**src/rtl/bcd_arb_pkg.sv**
```systemverilog
// Shared definitions for the BCD converter arbiter: FSM encodings, digit sizing
// and the double-dabble step used by the shared converter.
package bcd_arb_pkg;

  typedef enum logic [1:0] {
    IDLE   = 2'd0,
    SETTLE = 2'd1,
    DONE   = 2'd2
  } arb_state_t;

  localparam int DIGIT_WIDTH      = 4;
  localparam int NUM_DIGITS       = 3;
  localparam int BCD_WIDTH        = NUM_DIGITS * DIGIT_WIDTH;
  localparam int MAX_BCD_VALUE    = 999;
  localparam int SETTLE_CNT_WIDTH = 4;

  // One shift-add-3 step: correct every digit >= 5, then shift the next binary bit in.
  // The top bit shifted out only matters for values above 999.
  function automatic logic [BCD_WIDTH-1:0] dabble_step(
    input logic [BCD_WIDTH-1:0] bcd,
    input logic                 bin_bit
  );
    logic [BCD_WIDTH-1:0] adj;
    adj = bcd;
    for (int d = 0; d < NUM_DIGITS; d++) begin
      if (bcd[d*DIGIT_WIDTH +: DIGIT_WIDTH] > DIGIT_WIDTH'(4)) begin
        adj[d*DIGIT_WIDTH +: DIGIT_WIDTH] = bcd[d*DIGIT_WIDTH +: DIGIT_WIDTH] + DIGIT_WIDTH'(3);
      end
    end
    return (adj << 1) | BCD_WIDTH'(bin_bit);
  endfunction

endpackage

```
**src/rtl/bcd_convert_arbiter_bin2bcd.sv**
```systemverilog
// Bin2BCDConverter3: purely combinational binary to 3-digit BCD converter,
// unrolled double-dabble chain. Digits are exact for inputs up to 999.
module Bin2BCDConverter3
  import bcd_arb_pkg::*;
#(
  parameter int INPUT_BIT_WIDTH = 16
) (
  input  logic [INPUT_BIT_WIDTH-1:0] BinIn,
  output logic [DIGIT_WIDTH-1:0]     Digit2,
  output logic [DIGIT_WIDTH-1:0]     Digit1,
  output logic [DIGIT_WIDTH-1:0]     Digit0
);

  logic [BCD_WIDTH-1:0] stage [0:INPUT_BIT_WIDTH];

  assign stage[0] = '0;

  // MSB first: stage gi+1 has absorbed the top gi+1 input bits.
  generate
    for (genvar gi = 0; gi < INPUT_BIT_WIDTH; gi++) begin : g_dabble
      assign stage[gi+1] = dabble_step(stage[gi], BinIn[INPUT_BIT_WIDTH-1-gi]);
    end
  endgenerate

  assign Digit2 = stage[INPUT_BIT_WIDTH][2*DIGIT_WIDTH +: DIGIT_WIDTH];
  assign Digit1 = stage[INPUT_BIT_WIDTH][1*DIGIT_WIDTH +: DIGIT_WIDTH];
  assign Digit0 = stage[INPUT_BIT_WIDTH][0*DIGIT_WIDTH +: DIGIT_WIDTH];

endmodule

```
**src/rtl/bcd_convert_arbiter.sv**
```systemverilog
// Round-robin arbiter/sequencer sharing one Bin2BCDConverter3 between two requesters.
// Optional BCD_ARB_SATURATE_EN: values above 999 capture as 9,9,9 with Overflow set.
module bcd_convert_arbiter
  import bcd_arb_pkg::*;
#(
  parameter int INPUT_BIT_WIDTH = 16,
  parameter int SETTLE_CYCLES   = 1
) (
  input  logic                       Clock,
  input  logic                       nReset,
  input  logic                       Req0,
  input  logic [INPUT_BIT_WIDTH-1:0] Value0,
  output logic                       Ack0,
  input  logic                       Req1,
  input  logic [INPUT_BIT_WIDTH-1:0] Value1,
  output logic                       Ack1,
  output logic [DIGIT_WIDTH-1:0]     Digit2,
  output logic [DIGIT_WIDTH-1:0]     Digit1,
  output logic [DIGIT_WIDTH-1:0]     Digit0,
  output logic                       Overflow,
  output logic                       ResultValid,
  output logic                       Busy,
  output logic                       GrantId
);

  arb_state_t                  state_reg, state_next;
  logic                        last_reg, last_next;
  logic                        grant_reg, grant_next;
  logic [INPUT_BIT_WIDTH-1:0]  conv_in_reg, conv_in_next;
  logic [SETTLE_CNT_WIDTH-1:0] settle_cnt_reg, settle_cnt_next;
  logic                        capture;
  logic                        winner;
  logic [DIGIT_WIDTH-1:0]      conv_digit2, conv_digit1, conv_digit0;
  logic [DIGIT_WIDTH-1:0]      digit2_reg, digit1_reg, digit0_reg;
  logic [DIGIT_WIDTH-1:0]      digit2_next, digit1_next, digit0_next;
  logic [1:0]                  ack;

  Bin2BCDConverter3 #(
    .INPUT_BIT_WIDTH(INPUT_BIT_WIDTH)
  ) u_conv (
    .BinIn  (conv_in_reg),
    .Digit2 (conv_digit2),
    .Digit1 (conv_digit1),
    .Digit0 (conv_digit0)
  );

  // Requester 1 wins when alone, or on a tie when requester 0 was served last.
  assign winner = Req1 & (~Req0 | ~last_reg);

  always_ff @(posedge Clock or negedge nReset) begin
    if (!nReset) begin
      state_reg      <= IDLE;
      last_reg       <= 1'b1;
      grant_reg      <= 1'b0;
      conv_in_reg    <= '0;
      settle_cnt_reg <= '0;
    end else begin
      state_reg      <= state_next;
      last_reg       <= last_next;
      grant_reg      <= grant_next;
      conv_in_reg    <= conv_in_next;
      settle_cnt_reg <= settle_cnt_next;
    end
  end

  always_comb begin
    state_next      = state_reg;
    last_next       = last_reg;
    grant_next      = grant_reg;
    conv_in_next    = conv_in_reg;
    settle_cnt_next = settle_cnt_reg;
    capture         = 1'b0;
    case (state_reg)
      IDLE: begin
        if (Req0 || Req1) begin
          grant_next      = winner;
          conv_in_next    = winner ? Value1 : Value0;
          settle_cnt_next = SETTLE_CNT_WIDTH'(SETTLE_CYCLES);
          state_next      = SETTLE;
        end
      end
      SETTLE: begin
        settle_cnt_next = settle_cnt_reg - SETTLE_CNT_WIDTH'(1);
        // A count of 0 can only come from an illegal setting; capture rather than stall.
        if (settle_cnt_reg <= SETTLE_CNT_WIDTH'(1)) begin
          capture    = 1'b1;
          state_next = DONE;
        end
      end
      DONE: begin
        last_next  = grant_reg;
        state_next = IDLE;
      end
      default: state_next = IDLE;
    endcase
  end

`ifdef BCD_ARB_SATURATE_EN
  logic conv_over;
  logic overflow_reg, overflow_next;

  generate
    if (INPUT_BIT_WIDTH > 9) begin : g_over
      assign conv_over = conv_in_reg > INPUT_BIT_WIDTH'(MAX_BCD_VALUE);
    end else begin : g_no_over
      assign conv_over = 1'b0;
    end
  endgenerate

  always_comb begin
    digit2_next   = digit2_reg;
    digit1_next   = digit1_reg;
    digit0_next   = digit0_reg;
    overflow_next = overflow_reg;
    if (capture) begin
      digit2_next   = conv_over ? DIGIT_WIDTH'(9) : conv_digit2;
      digit1_next   = conv_over ? DIGIT_WIDTH'(9) : conv_digit1;
      digit0_next   = conv_over ? DIGIT_WIDTH'(9) : conv_digit0;
      overflow_next = conv_over;
    end
  end

  always_ff @(posedge Clock or negedge nReset) begin
    if (!nReset) begin
      overflow_reg <= 1'b0;
    end else begin
      overflow_reg <= overflow_next;
    end
  end

  assign Overflow = overflow_reg;
`else
  always_comb begin
    digit2_next = digit2_reg;
    digit1_next = digit1_reg;
    digit0_next = digit0_reg;
    if (capture) begin
      digit2_next = conv_digit2;
      digit1_next = conv_digit1;
      digit0_next = conv_digit0;
    end
  end

  assign Overflow = 1'b0;
`endif

  always_ff @(posedge Clock or negedge nReset) begin
    if (!nReset) begin
      digit2_reg <= '0;
      digit1_reg <= '0;
      digit0_reg <= '0;
    end else begin
      digit2_reg <= digit2_next;
      digit1_reg <= digit1_next;
      digit0_reg <= digit0_next;
    end
  end

  generate
    for (genvar gi = 0; gi < 2; gi++) begin : g_ack
      assign ack[gi] = (state_reg == DONE) && (grant_reg == 1'(gi));
    end
  endgenerate

  assign Ack0        = ack[0];
  assign Ack1        = ack[1];
  assign ResultValid = state_reg == DONE;
  assign Busy        = state_reg != IDLE;
  assign GrantId     = grant_reg;
  assign Digit2      = digit2_reg;
  assign Digit1      = digit1_reg;
  assign Digit0      = digit0_reg;

endmodule

```
**config.mk**
```make
export PLATFORM = sky130hd
export DESIGN_NAME = bcd_convert_arbiter
export DESIGN_NICKNAME = d
export VERILOG_FILES = /design/src/rtl/bcd_arb_pkg.sv /design/src/rtl/bcd_convert_arbiter_bin2bcd.sv /design/src/rtl/bcd_convert_arbiter.sv
export SDC_FILE = /design/constraint.sdc
export NUM_CORES = 1
export LEC_CHECK = 0
export CORE_MARGIN = 8
export CORE_UTILIZATION = 50
export CTS_BUF_LIST = sky130_fd_sc_hd__clkbuf_16
export DETAILED_ROUTE_END_ITERATION = 12
export PLACE_DENSITY = 0.7
export SLEW_MARGIN = 5
export SYNTH_ARGS = -nofsm -noshare
export SYNTH_HDL_FRONTEND = slang
export SYNTH_HIERARCHICAL = 1
export SYNTH_SLANG_ARGS = --single-unit
```
**constraint.sdc**
```tcl
create_clock -name Clock -period 23 [get_ports Clock]
set_input_delay 4.6 -clock Clock [delete_from_list [all_inputs] [get_ports Clock]]
set_output_delay 4.6 -clock Clock [all_outputs]
set_load 0.005 [all_outputs]
```
-- Word-level counts from Yosys, hierarchy flattened
Index checks and enable logic that the tools add are counted.
- add/subtract/negate cells: 44
- eq/ne operators: 4
- mux-type cells: 51
- reduce and logical (&&, ||, !) cells: 9
- bitwise logic cells: 20
- $lt $le $gt $ge: 44
- operator list (operator ; count):
    $or 12x1->12 ; 14
    $gt 4x3->1 const B ; 41
    $mux 4 ; 29
    $add 4x2->4 const B ; 28
    $mux 3 ; 15
    $add 3x2->3 const B ; 13
    $mux 16 ; 1
    $pmux 4 s2 ; 1
    $reduce_and 2->1 ; 3
    $or 5x1->5 ; 1
    $gt 4x3->1 const AB ; 1
    $le 4x1->1 const B ; 1
    $mux 2 ; 2
    $ne 2x2->1 const B ; 2
    $pmux 2 s2 ; 1
    $reduce_bool 2->1 ; 2
    $sub 4x1->4 const B ; 1
    $add 1x2->3 const AB ; 1
    $add 1x2->3 const B ; 1
    $gt 1x3->1 const B ; 1
    $not 1->1 ; 3
    $eq 2x1->1 const B ; 1
    $eq 2x2->1 const B ; 1
    $logic_and 1x1->1 ; 2
    5 further kinds ; 6
- bits in registers: 36
- word-level logic and storage cells: 180

-- Longest topological paths before layout
- depth in word-level cells: 45
- gate-level depth with buffers: 45
- gate-level depth less buffers: 40

-- Hierarchy
The synthesis kept the hierarchy.
- by module, submodules not included (module ; cells each ; area each (µm²) ; times used):
    Bin2BCDConverter3 ; 741 ; 5018.6 ; 1
    bcd_convert_arbiter ; 114 ; 1726.7 ; 1

-- Least setup slack after synthesis
No wires, ideal clock.
- path kind: reg-to-reg
- start: register conv_in_reg[14]
- end: register digit2_reg[1] (netlist: Digit2[1])
- data arrival time: 7.709 ns
- library setup time: 0.125 ns
- clock period less this slack: 7.834 ns
- path buffers: 5
- data required time: 22.875 ns
- cell stages (with the launch flop): 43
- slack: 15.166 ns
- path through: dfrtp_1 -> buf_4 -> inv_1 -> ha_1 -> inv_1 -> ha_1 -> or2_1 -> buf_4 -> a2111oi_0 -> a31oi_1 -> a21oi_1 -> or2_1 -> buf_6 -> nand2_1 -> ha_1 -> and2_1 -> o311ai_1 -> nand4_1 -> [7 not listed] -> o31a_2 -> o21ai_0 -> a31oi_1 -> a211oi_2 -> xnor2_1 -> a21oi_1 -> a21o_1 -> buf_4 -> o21a_1 -> o32ai_1 -> nor2_1 -> ha_1 -> a21o_2 -> o31ai_1 -> o221a_1 -> nor3_4 -> xor2_1 -> mux2_2
- longest elaborated chain between the ends: 43
- elaborated cells on any way between the ends: 123
- those cells by class: 36 x add/sub; 36 x order compare; 36 x mux; 15 x bitwise
- ends and longest elaborated chain (item ; line ; source):
    start: declaration ; bcd_convert_arbiter.sv:29 ; logic [INPUT_BIT_WIDTH-1:0] conv_in_reg, conv_in_next;
    start signal: assignment ; bcd_convert_arbiter.sv:61 ; conv_in_reg <= conv_in_next;
    $or 5x1->5 (*) ; bcd_arb_pkg.sv:30 ; return (adj << 1) | BCD_WIDTH'(bin_bit);
    $add 4x2->4 / $gt 4x3->1 (equally long branches) ; bcd_arb_pkg.sv:27, bcd_arb_pkg.sv:26 ;
    $mux 4 (*) ; bcd_arb_pkg.sv:26 ; if (bcd[d*DIGIT_WIDTH +: DIGIT_WIDTH] > DIGIT_WIDTH'(4)) begin
    $or 12x1->12 (*) ; bcd_arb_pkg.sv:30 ;
    $add 4x2->4 / $gt 4x3->1 (equally long branches) ; bcd_arb_pkg.sv:27, bcd_arb_pkg.sv:26 ;
    $mux 4 ; bcd_arb_pkg.sv:26 ;
    $or 12x1->12 (*) ; bcd_arb_pkg.sv:30 ;
    $add 4x2->4, or another cell as far along ; bcd_arb_pkg.sv:27 ; adj[d*DIGIT_WIDTH +: DIGIT_WIDTH] = bcd[d*DIGIT_WIDTH +: DIGIT_WIDTH] + DIGIT_WIDTH'(3);
    [28 not listed] ; -- ;
    $or 12x1->12 (*) ; bcd_arb_pkg.sv:30 ;
    $add 4x2->4, or another cell as far along ; bcd_arb_pkg.sv:27 ;
    $mux 4 / $mux 3 (equally long branches) ; bcd_arb_pkg.sv:26 ;
    $or 12x1->12 (*) ; bcd_arb_pkg.sv:30 ;
    $gt 4x3->1 / $add 3x2->3 (equally long branches) ; bcd_arb_pkg.sv:26, bcd_arb_pkg.sv:27 ;
    $mux 3 (*) ; bcd_arb_pkg.sv:26 ;
    $or 12x1->12 (*) ; bcd_arb_pkg.sv:30 ;
    via conv_digit2[1] ; bcd_convert_arbiter.sv:33 ; logic [DIGIT_WIDTH-1:0] conv_digit2, conv_digit1, conv_digit0;
    end signal: assignment ; bcd_convert_arbiter.sv:153 ; digit2_reg <= digit2_next;
    end: declaration ; bcd_convert_arbiter.sv:34 ; logic [DIGIT_WIDTH-1:0] digit2_reg, digit1_reg, digit0_reg;
Mark *: on every way through the listed nets, which the timed path passes. The rest lies on a longest branch.
A chain may end at the register's enable or synchronous reset.

-- Worst setup path in the final report
- start: register conv_in_reg[13]
- end: register digit2_reg[1] (netlist: Digit2[1])
- longest elaborated chain between the ends: 40
- elaborated cells on any way between the ends: 113
- those cells by class: 33 x add/sub; 33 x order compare; 33 x mux; 14 x bitwise
- ends and longest elaborated chain (item ; line):
    $or 12x1->12 (*) ; bcd_arb_pkg.sv:30
    $add 4x2->4 / $gt 4x3->1 (equally long branches) ; bcd_arb_pkg.sv:27, bcd_arb_pkg.sv:26
    $mux 4 (*) ; bcd_arb_pkg.sv:26
    $or 12x1->12 (*) ; bcd_arb_pkg.sv:30
    $add 4x2->4 / $gt 4x3->1 (equally long branches) ; bcd_arb_pkg.sv:27, bcd_arb_pkg.sv:26
    $mux 4 ; bcd_arb_pkg.sv:26
    $or 12x1->12 (*) ; bcd_arb_pkg.sv:30
    $add 4x2->4, or another cell as far along ; bcd_arb_pkg.sv:27
    [25 not listed] ; --
    $or 12x1->12 (*) ; bcd_arb_pkg.sv:30
    $add 4x2->4, or another cell as far along ; bcd_arb_pkg.sv:27
    $mux 4 / $mux 3 (equally long branches) ; bcd_arb_pkg.sv:26
    $or 12x1->12 (*) ; bcd_arb_pkg.sv:30
    $gt 4x3->1 / $add 3x2->3 (equally long branches) ; bcd_arb_pkg.sv:26, bcd_arb_pkg.sv:27
    $mux 3 (*) ; bcd_arb_pkg.sv:26
    $or 12x1->12 (*) ; bcd_arb_pkg.sv:30
    via conv_digit2[1] ; bcd_convert_arbiter.sv:33
Marks and branches as above.

==> key figures <==
Min path
  – Worst min-delay path category: register to register
  – Hold Path Stages: 1
  – Hold EP: Digit1[0]$_DFFE_PN0P_
  – Min-delay src: Digit1[0]$_DFFE_PN0P_

Global routing
  – Initial antenna violation count: 0
  – Vias in the first global route: 6385
  – Largest net degree at the start of global routing: 37
  – Gr ovfl total: 0
  – Global-route wire length before repair: roughly 30000 µm
  – Total track usage: 0.195

CTS
  – Post-cts resize count: 0
  – H-Tree Depth: 2
  – Clock sinks: 36
  – Postcts setup bufs: 0
  – Clk root buf: clkbuf_16
  – Num CTS Buffers: 5
  – CTS tree: done
  – Worst-Skew Late Latency: 280 ps
  – Hold-fix buffers at CTS: 0
  – CTS clk-pin slew, worst paths: 60 ps
  – Clk buf depth: 2

Worst setup path
  – CP arrival: 9770 ps
  – Critical register-to-register path endpoint: Digit2[1]$_DFFE_PN0P_
  – Critical path class: register to register
  – Worst Setup End Kind: register
  – CP max stage cell: dfrtp_1
  – R2R depth: 37
  – Crit path required time: around 23000 ps
  – RR Startpoint: conv_in_reg[13]$_DFFE_PN0P_
  – CP Max Fanout: 19
  – R2R Setup Slk: 13400 ps
  – Startpoint Class: register
  – Most frequent CP cell: ha_1
  – Worst stage delay on the critical path: 720 ps

STA
  – RSZ-0062 raised after global routing: no
  – Final setup fails: 0
  – Final min period: 9600 ps
  – Fin Setup TNS: 0 ps
  – Maximum clock rate: between 0.1 and 0.15 GHz
  – Final Slew Violations: 0
  – Clk_skew: 3.97 ps
  – Max_slew headroom: 0.359
  – Final Cycle Share: 0.417
  – Final Hold Fails: 0
  – Least-Margin Pin Slew: 955 ps

Synthesis
  – Largest area contributor in the netlist: dfrtp_1
  – Main area contributors after synthesis: dfrtp_1 13%, mux2_2 7.2%, nor2_1 4.0%
  – Mapped Area: 6750 µm²
  – Share of the synthesized area in the top cell type: 0.130
  – Post-synth ARST share: 1.00
  – Post-synth EDFFs: 0
  – Sequential share of the synthesized area: 0.134
  – Synthesized net count: 910
  – Synth Flop Type: dfrtp_1
  – Mapped Cells: 855
  – #FFs+latches synth: 36
  – Syn avg cell area: 7.89 µm²
  – Syn. warnings: 6
  – Post-synth cell types: around 120

Routing
  – Drt total wl: 17600 µm
  – Final antenna-violating net count: 0
  – Routed wire per std cell: about 17 µm
  – Drt pass-1 iters: 5
  – Via count: 6890
  – Initial drt markers: 631
  – Via-to-Cell Ratio: 6.70
  – Drt drc: 0

Cells and area
  – Most frequent cells in the layout: 72 x nor2_1, 71 x nand2_1, 51 x clkdlybuf4s50_1, 46 x a21oi_1, 43 x mux2_2
  – Ant. Diodes: 0
  – Area growth syn-to-layout: 7.09%
  – Proportion of layout cells with a drive suffix above 1: 0.155
  – Nets: 906
  – Most common cell after layout, fill and taps aside: nor2_1
  – Max reg flops: 16

Die
  – Die height: 132 µm
  – Initial Util: 0.511
  – # IOs: 54
  – Row cnt: 42
  – Die X: 132 µm
  – Die footprint: 17500 µm²
  – Core area: 13200 µm²

Flow run
  – Max-Cap Viols: 0

Status
  – Status: completed

Placement
  – HPWL after DPL: between 10000 and 15000 µm
  – Port bufs: 52
  – GPL Wtd Cong: 0.900
[worst max-delay path, delay by kind of cell, from the launching register on]
| family | cells | cell delay, ps |
|---|---|---|
| compound gates | 15 | 4150 |
| fa+ha+maj | 6 | 1780 |
| simple gates | 9 | 1600 |
| flops | 1 | 720 |
| xor+xnor | 3 | 550 |
| buf+inv | 3 | 400 |
| mux | 1 | 260 |
[worst max path at each step]
stage                                start                    end  slack, ps  depth (start not counted)
5_1_grt        conv_in_reg[13]$_DFFE_PN0P_  Digit2[1]$_DFFE_PN0P_      12570                         36
6_report       conv_in_reg[13]$_DFFE_PN0P_  Digit2[1]$_DFFE_PN0P_      13400                         37
2_1_floorplan  conv_in_reg[14]$_DFFE_PN0P_  Digit2[1]$_DFFE_PN0P_      15170                         42
3_3_place_gp   conv_in_reg[13]$_DFFE_PN0P_  Digit2[1]$_DFFE_PN0P_      14120                         30
3_5_place_dp   conv_in_reg[13]$_DFFE_PN0P_  Digit2[1]$_DFFE_PN0P_      13680                         37
4_1_cts        conv_in_reg[13]$_DFFE_PN0P_  Digit2[1]$_DFFE_PN0P_      13640                         37
[kinds of logic after synthesis]
family | count (synthesis) | share of synthesized area
adder cells (fa/ha/maj) | 20 | 0.0369
AO/OA/AOI/OAI | 307 | 0.354
flip-flops | 36 | 0.134
other | 1 | 0.000556
XOR/XNOR | 21 | 0.0343
multiplexers | 75 | 0.129
buffers and inverters | 95 | 0.0781
AND/OR/NAND/NOR | 300 | 0.233
[metal layers]
metal	GRT usage	routed length, µm	vias to the layer above
met4	0.0696	380	0
met1	0.249	7700	3266
met3	0.0248	1030	33
li1	-	-	3309
met5	0	0	-
met2	0.331	8510	282
[layout make-up]
cell class / count / area [µm²]
clock buffers: 5 / 125
clock inverters: 3 / 16.3
fillers: 1247 / 5970
inverters: 30 / 113
multi-input cells: 724 / 5320
flip-flops and latches: 36 / 902
well taps: 176 / 220
repair buffers: 54 / 531
[cell usage after synthesis, drive strengths merged, types with 13 or more instances]
cell and instances:
a211oi 23, a21oi 49, a31oi 21, buf 47
clkbuf 18, dfrtp 35, ha 19, inv 28
mux2 51, mux2i 23, nand2 74, nand3 34
nor2 75, nor3 36, nor4 16, o211ai 20
o21a 13, o21ai 48, o22ai 17, xnor2 15
[through the flow]
| step | std cells | worst slack (ps) | area (µm²) | hold WS [ps] | utilization |
|---|---|---|---|---|---|
| 6_report | 1028 | 13400 | 7220 | 505 | 0.548 |
| 5_1_grt | 1028 | 12570 | 7220 | 520 | 0.548 |
| 4_1_cts | 1028 | 13640 | 7220 | 510 | 0.548 |
| 3_5_place_dp | 1020 | 13680 | 7080 | 496 | 0.537 |
| 3_3_place_gp | 1020 | 14120 | 7080 | 486 | 0.537 |
| 2_1_floorplan | 855 | 15170 | 6750 | 480 | - |
Power is left out: the tool's default activity adds up to more than one toggle a clock period on the data nets, which glitch-free logic cannot reach.
==> variant 1 (same flow settings) <==
The 3 states of `arb_state_t` get a one-hot encoding in 3 bits.
--- a/src/rtl/bcd_arb_pkg.sv
+++ b/src/rtl/bcd_arb_pkg.sv
@@ -2,10 +2,10 @@
 // and the double-dabble step used by the shared converter.
 package bcd_arb_pkg;
 
-  typedef enum logic [1:0] {
-    IDLE   = 2'd0,
-    SETTLE = 2'd1,
-    DONE   = 2'd2
+  typedef enum logic [2:0] {
+    IDLE   = 3'b001,
+    SETTLE = 3'b010,
+    DONE   = 3'b100
   } arb_state_t;
 
   localparam int DIGIT_WIDTH      = 4;
Formal check against the unedited RTL: no difference found for any inputs over 4 cycles, from zero or initial values and one cycle with nReset low; so few cycles prove little.
==> variant 1 against the original RTL <==
  * Global-route usage is 0.53 points lower
  * Synthesized area fell by 0.13%
  * Sequential share of layout area up 0.33 points
  * Wire length decreased by 2.5%
  * Critical path type unchanged
  * Clock skew rose by 0.0044 ns
  * Core utilization rose by 0.15 points
  * Sequential cell count increased by 1
  * Critical path depth grew 1
  * Worst hold slack better by 0.0057 ns
  * Cell area increased by 0.28%
  * Setup slack improved by 0.20 ns
Power is not shown: default switching activity piles up to over one toggle a cycle in this logic, so the estimate is an artifact.
==> variant 1: results (changes against the original RTL) <==
[clocking]
htreeDepth = 2  ; unchanged
cts_setup_buffers = 0  ; unchanged
clockRootBuffer = clkbuf_16
cts_made_buffers = 5  ; unchanged
cts_buffer_depth = 2  ; unchanged
clk_pin_slew_ns = 0.07

[sta]
post-route-period-util_pct = 40.9  ; -0.87 points
max-slew-margin-rel_pct = 19.5  ; -16 points
skew_ns = 0.00833  ; +0.00436 ns

[synth]
yosysWarnings = 6  ; unchanged
synth_fp_nets = 938  ; +3.1%
yosysSeqAreaShare_pct = 13.8  ; +0.41 points
synth_common_cells = 81 x a21oi_1, 73 x nor2_1, 71 x nand2_1
synth.distinct_cells = 123  ; -0.81%
async_flop_share_pct = 100  ; unchanged
ys_top_cells_by_area = dfrtp_1 13%, a21oi_1 6.0%, mux2i_1 5.5%, nor2_1 4.1%, nand2_1 4.0%
ys.flop_type = dfrtp_1

[grt]
grt_pass1_wl_mm = 29.7  ; -1.6%
gr-usage-all-layers_pct = 19.0  ; -0.53 points
grtUsageMet1_pct = 26.5  ; +1.6 points
grt_pass1_vias = 6215  ; -2.7%
grt_start_max_net_pins = 38  ; +2.7%
use_met2_pct = 30.6  ; -2.4 points
met3_usage_pct = 2.32  ; -0.15 points

[hold_path]
min_from = Digit0[2]
worstHoldPathCells = 1  ; unchanged
hold_class = reg -> reg
worstHoldEndpoint = Digit0[2]

[critical_path]
rrSetupSlack_ns = 13.60  ; +0.20 ns
crit_fanout = 19  ; unchanged
critical_path_arrival_ns = 9.58  ; -0.19 ns
cpPeakStageDelay_ns = 0.72  ; about the same
crit_slowest_cell = dfrtp_1
r2r_cells = 38  ; +2.7%
r2r-start = conv_in_reg[13]

[drt]
viasPerCell = 6.54  ; -2.4%
drtPass1Iterations = 5  ; unchanged
wirelength_mm = 17.2  ; -2.5%
drt_iter0_drc = 645  ; +2.2%

[run_status]
status = finished clean

[cells_and_area]
area_growth_pct = 7.52
drive_gt1_share_pct = 12.1  ; -3.4 points
nFillCells = 1220  ; -2.2%
nNetsFinal = 932  ; +2.9%
largest_register_ffs = 16  ; unchanged

[placed_design]
post_dp_cell_area_um2 = 7090  ; +0.16%
post-place-ws_ns = 13.77  ; +0.0944 ns
dp.final_hpwl_mm = 12.3  ; -4.5%
gp_congestion = 0.913  ; +1.5%
portBuffers = 52  ; unchanged

## variant 1: kinds of logic after synthesis
kind of cell / after synthesis / share of synthesized area (%)
mux: 58 / 9.84
flops: 37 / 13.8
compound gates: 342 / 38.1
buf+inv: 102 / 8.02
simple gates: 303 / 23.2
other cells: 1 / 0.0557
fa+ha+maj: 20 / 3.70
xor+xnor: 20 / 3.31
## variant 1: critical path: cells and delay by family (launching register included)
family | cells | cell delay, ns
flops | 1 | 0.72
buf+inv | 3 | 0.39
xor+xnor | 3 | 0.53
fa+ha+maj | 6 | 1.75
compound gates | 16 | 4.07
mux | 1 | 0.27
simple gates | 9 | 1.56
## variant 1: layout make-up
type	instances	area share, %
tap	176	3.04
inverter	32	1.66
sequential	37	12.8
timing repair buffer	57	7.64
clock buffer	5	1.73
clock inverter	3	0.345
multi-input combinational	744	72.8
## variant 1: worst max-delay path by stage
stage | startpoint | cells after the start | endpoint | slack, ns
after floorplan | conv_in_reg[14] | 42 | Digit2[1] | 15.15
after CTS | conv_in_reg[13] | 38 | Digit2[1] | 13.75
final | conv_in_reg[13] | 38 | Digit2[1] | 13.60
after detailed placement | conv_in_reg[13] | 38 | Digit2[1] | 13.77
after global routing | conv_in_reg[13] | 37 | Digit2[1] | 12.58
after global placement | conv_in_reg[13] | 37 | Digit2[1] | 14.06
## variant 1: through the flow
step | cells | hold WS (ns)
floorplan | 883 | 0.490
global placement | 1046 | 0.489
detailed placement | 1046 | 0.491
CTS | 1054 | 0.510
global route | 1054 | 0.532
finish | 1054 | 0.511
## variant 1: per-layer routing
layer | share of wire, % | wire length [um] | vias up
li1 | - | - | 3399
met1 | 47 | 8070 | 3226
met4 | 1.1 | 187 | 0
met2 | 46 | 7960 | 253
met5 | 0 | 0 | -
met3 | 5.6 | 963 | 18
==> variant 2 (same settings) <==
Without the edit above. `DIGIT_WIDTH`: 4 -> 6.
--- a/src/rtl/bcd_arb_pkg.sv
+++ b/src/rtl/bcd_arb_pkg.sv
@@ -8,7 +8,7 @@
     DONE   = 2'd2
   } arb_state_t;
 
-  localparam int DIGIT_WIDTH      = 4;
+  localparam int DIGIT_WIDTH      = 6;
   localparam int NUM_DIGITS       = 3;
   localparam int BCD_WIDTH        = NUM_DIGITS * DIGIT_WIDTH;
   localparam int MAX_BCD_VALUE    = 999;
Interface: changed (resized Digit0, Digit1 and Digit2); port bits go from 54 to 60. No check against the original RTL was run, so the function may have changed too.
==> variant 2 against the original RTL <==
  * Clock skew shrank 0.0015 ns
  * Wire length grew 17%
  * Synthesized area grew 17%
  * Sequential cell count grew 6
  * Worst hold slack lost 0.0011 ns
  * Maximum frequency shrank 31%
  * Die area grew 14%
  * Synthesized cell count grew 15%
  * Setup slack lost 4.4 ns
  * Via count grew 13%
  * Cell area grew 19%
  * Critical path type unchanged
  * Largest cell class unchanged
  * Highest routed layer unchanged
Power is left out: the tool's default activity adds up to more than one toggle a clock period on the data nets, which glitch-free logic cannot reach.
==> variant 2: results (changes against the original RTL) <==
[sta]
skew_ns = 0.00249  ; -0.00148 ns
max-slew-margin-rel_pct = 39.9  ; +4.0 points
holdWs_ns = 0.504  ; -0.00113 ns

[grt]
grt_start_max_net_pins = 43  ; +16%
grt_pass1_vias = 7176  ; +12%
gr-usage-all-layers_pct = 20.0  ; +0.47 points
grt_pass1_wl_mm = 34.3  ; +14%

[cells_and_area]
drive_gt1_share_pct = 14.3  ; -1.2 points
nNetsFinal = 1061  ; +17%

[clocking]
cts_setup_buffers = 0  ; unchanged
cts_buffer_depth = 2  ; unchanged

[synth]
yosysSeqAreaShare_pct = 13.4  ; +0.015 points
synth_fa_ha_area_share_pct = 4.09  ; +0.40 points
ys_top_cells_by_area = dfrtp_1 13%, nand2_1 4.2%, mux2_2 4.0%, ha_1 3.8%, a211oi_1 3.2%
synth_compound_area_share_pct = 39.1  ; +3.7 points
synth-xor-area-share_pct = 5.91  ; +2.5 points
synth.distinct_cells = 138  ; +11%
synth_common_cells = 87 x nand2_1, 63 x nor2_1, 48 x a21oi_1
synthMuxAreaShare_pct = 6.43  ; -6.5 points

[placed_design]
gp_congestion = 0.841  ; -6.5%
portBuffers = 58  ; +12%
post_dp_cell_area_um2 = 8450  ; +19%
dp.final_hpwl_mm = 15.7  ; +22%

[hold_path]
worstHoldEndpoint = settle_cnt_reg[0]
min_from = settle_cnt_reg[0]

[drt]
drt_iter0_drc = 641  ; +1.6%
vias = 7812  ; +13%
wire_per_inst_um = 16.9  ; -1.4%

[critical_path]
crit_fanout = 16  ; -3
critical_path_arrival_ns = 14.19  ; +4.42 ns
cpPeakStageDelay_ns = 0.86  ; +0.14 ns
rrSetupSlack_ns = 8.99  ; -4.41 ns
crit_slowest_cell = o31ai_1
regToRegEndpoint = Digit2[5]
r2r_cells = 54  ; +46%

[run_status]
status = finished clean

## variant 2: changes by cell type after synthesis, sizes merged, moves of 11 or more
cell,change
mux2,-21
a2bb2oi,+16
nand2,+17
xnor2,+15
a211oi,+21
nand2b,+11
buf,-15
## variant 2: layer usage
layer,up-vias,routed length (um),global-route usage (%)
li1,3884,-,-
met1,3680,10000,27.3
met2,222,9270,32.7
met3,26,1010,2.32
met4,0,308,5.43
met5,-,0,0
## variant 2: cells by family (layout without fill, tap and decap cells)
family	Yosys count	count (layout)
AO/OA/AOI/OAI	369	369
AND/OR/NAND/NOR	369	369
buffers and inverters	82	104
XOR/XNOR	45	45
multiplexers	44	44
flip-flops	42	42
adder cells (fa/ha/maj)	26	26
other	2	3
## variant 2: area by class of cell
type | count | area [um2]
Inverter | 33 | 124
Fill cell | 1468 | 7000
Tap cell | 216 | 270
Timing Repair Buffer | 63 | 613
Multi-Input combinational cell | 856 | 6390
Clock buffer | 5 | 125
Sequential cell | 42 | 1050
Clock inverter | 3 | 16.3
## variant 2: worst max-delay path by stage
stage,from,end,slack [ns],depth (start not counted)
4_1_cts,conv_in_reg[13],Digit2[5],9.13,54
3_3_place_gp,conv_in_reg[13],Digit2[5],9.64,54
3_5_place_dp,conv_in_reg[13],Digit2[5],9.18,54
6_report,conv_in_reg[13],Digit2[5],8.99,54
5_1_grt,conv_in_reg[13],Digit2[5],7.49,54
2_1_floorplan,conv_in_reg[13],Digit2[5],10.93,57
## variant 2: through the flow
step                      worst slack, ns  cells
final                                8.99   1218
after global routing                 7.49   1218
after detailed placement             9.18   1210
after floorplan                     10.93    980
after global placement               9.64   1210
after CTS                            9.13   1218
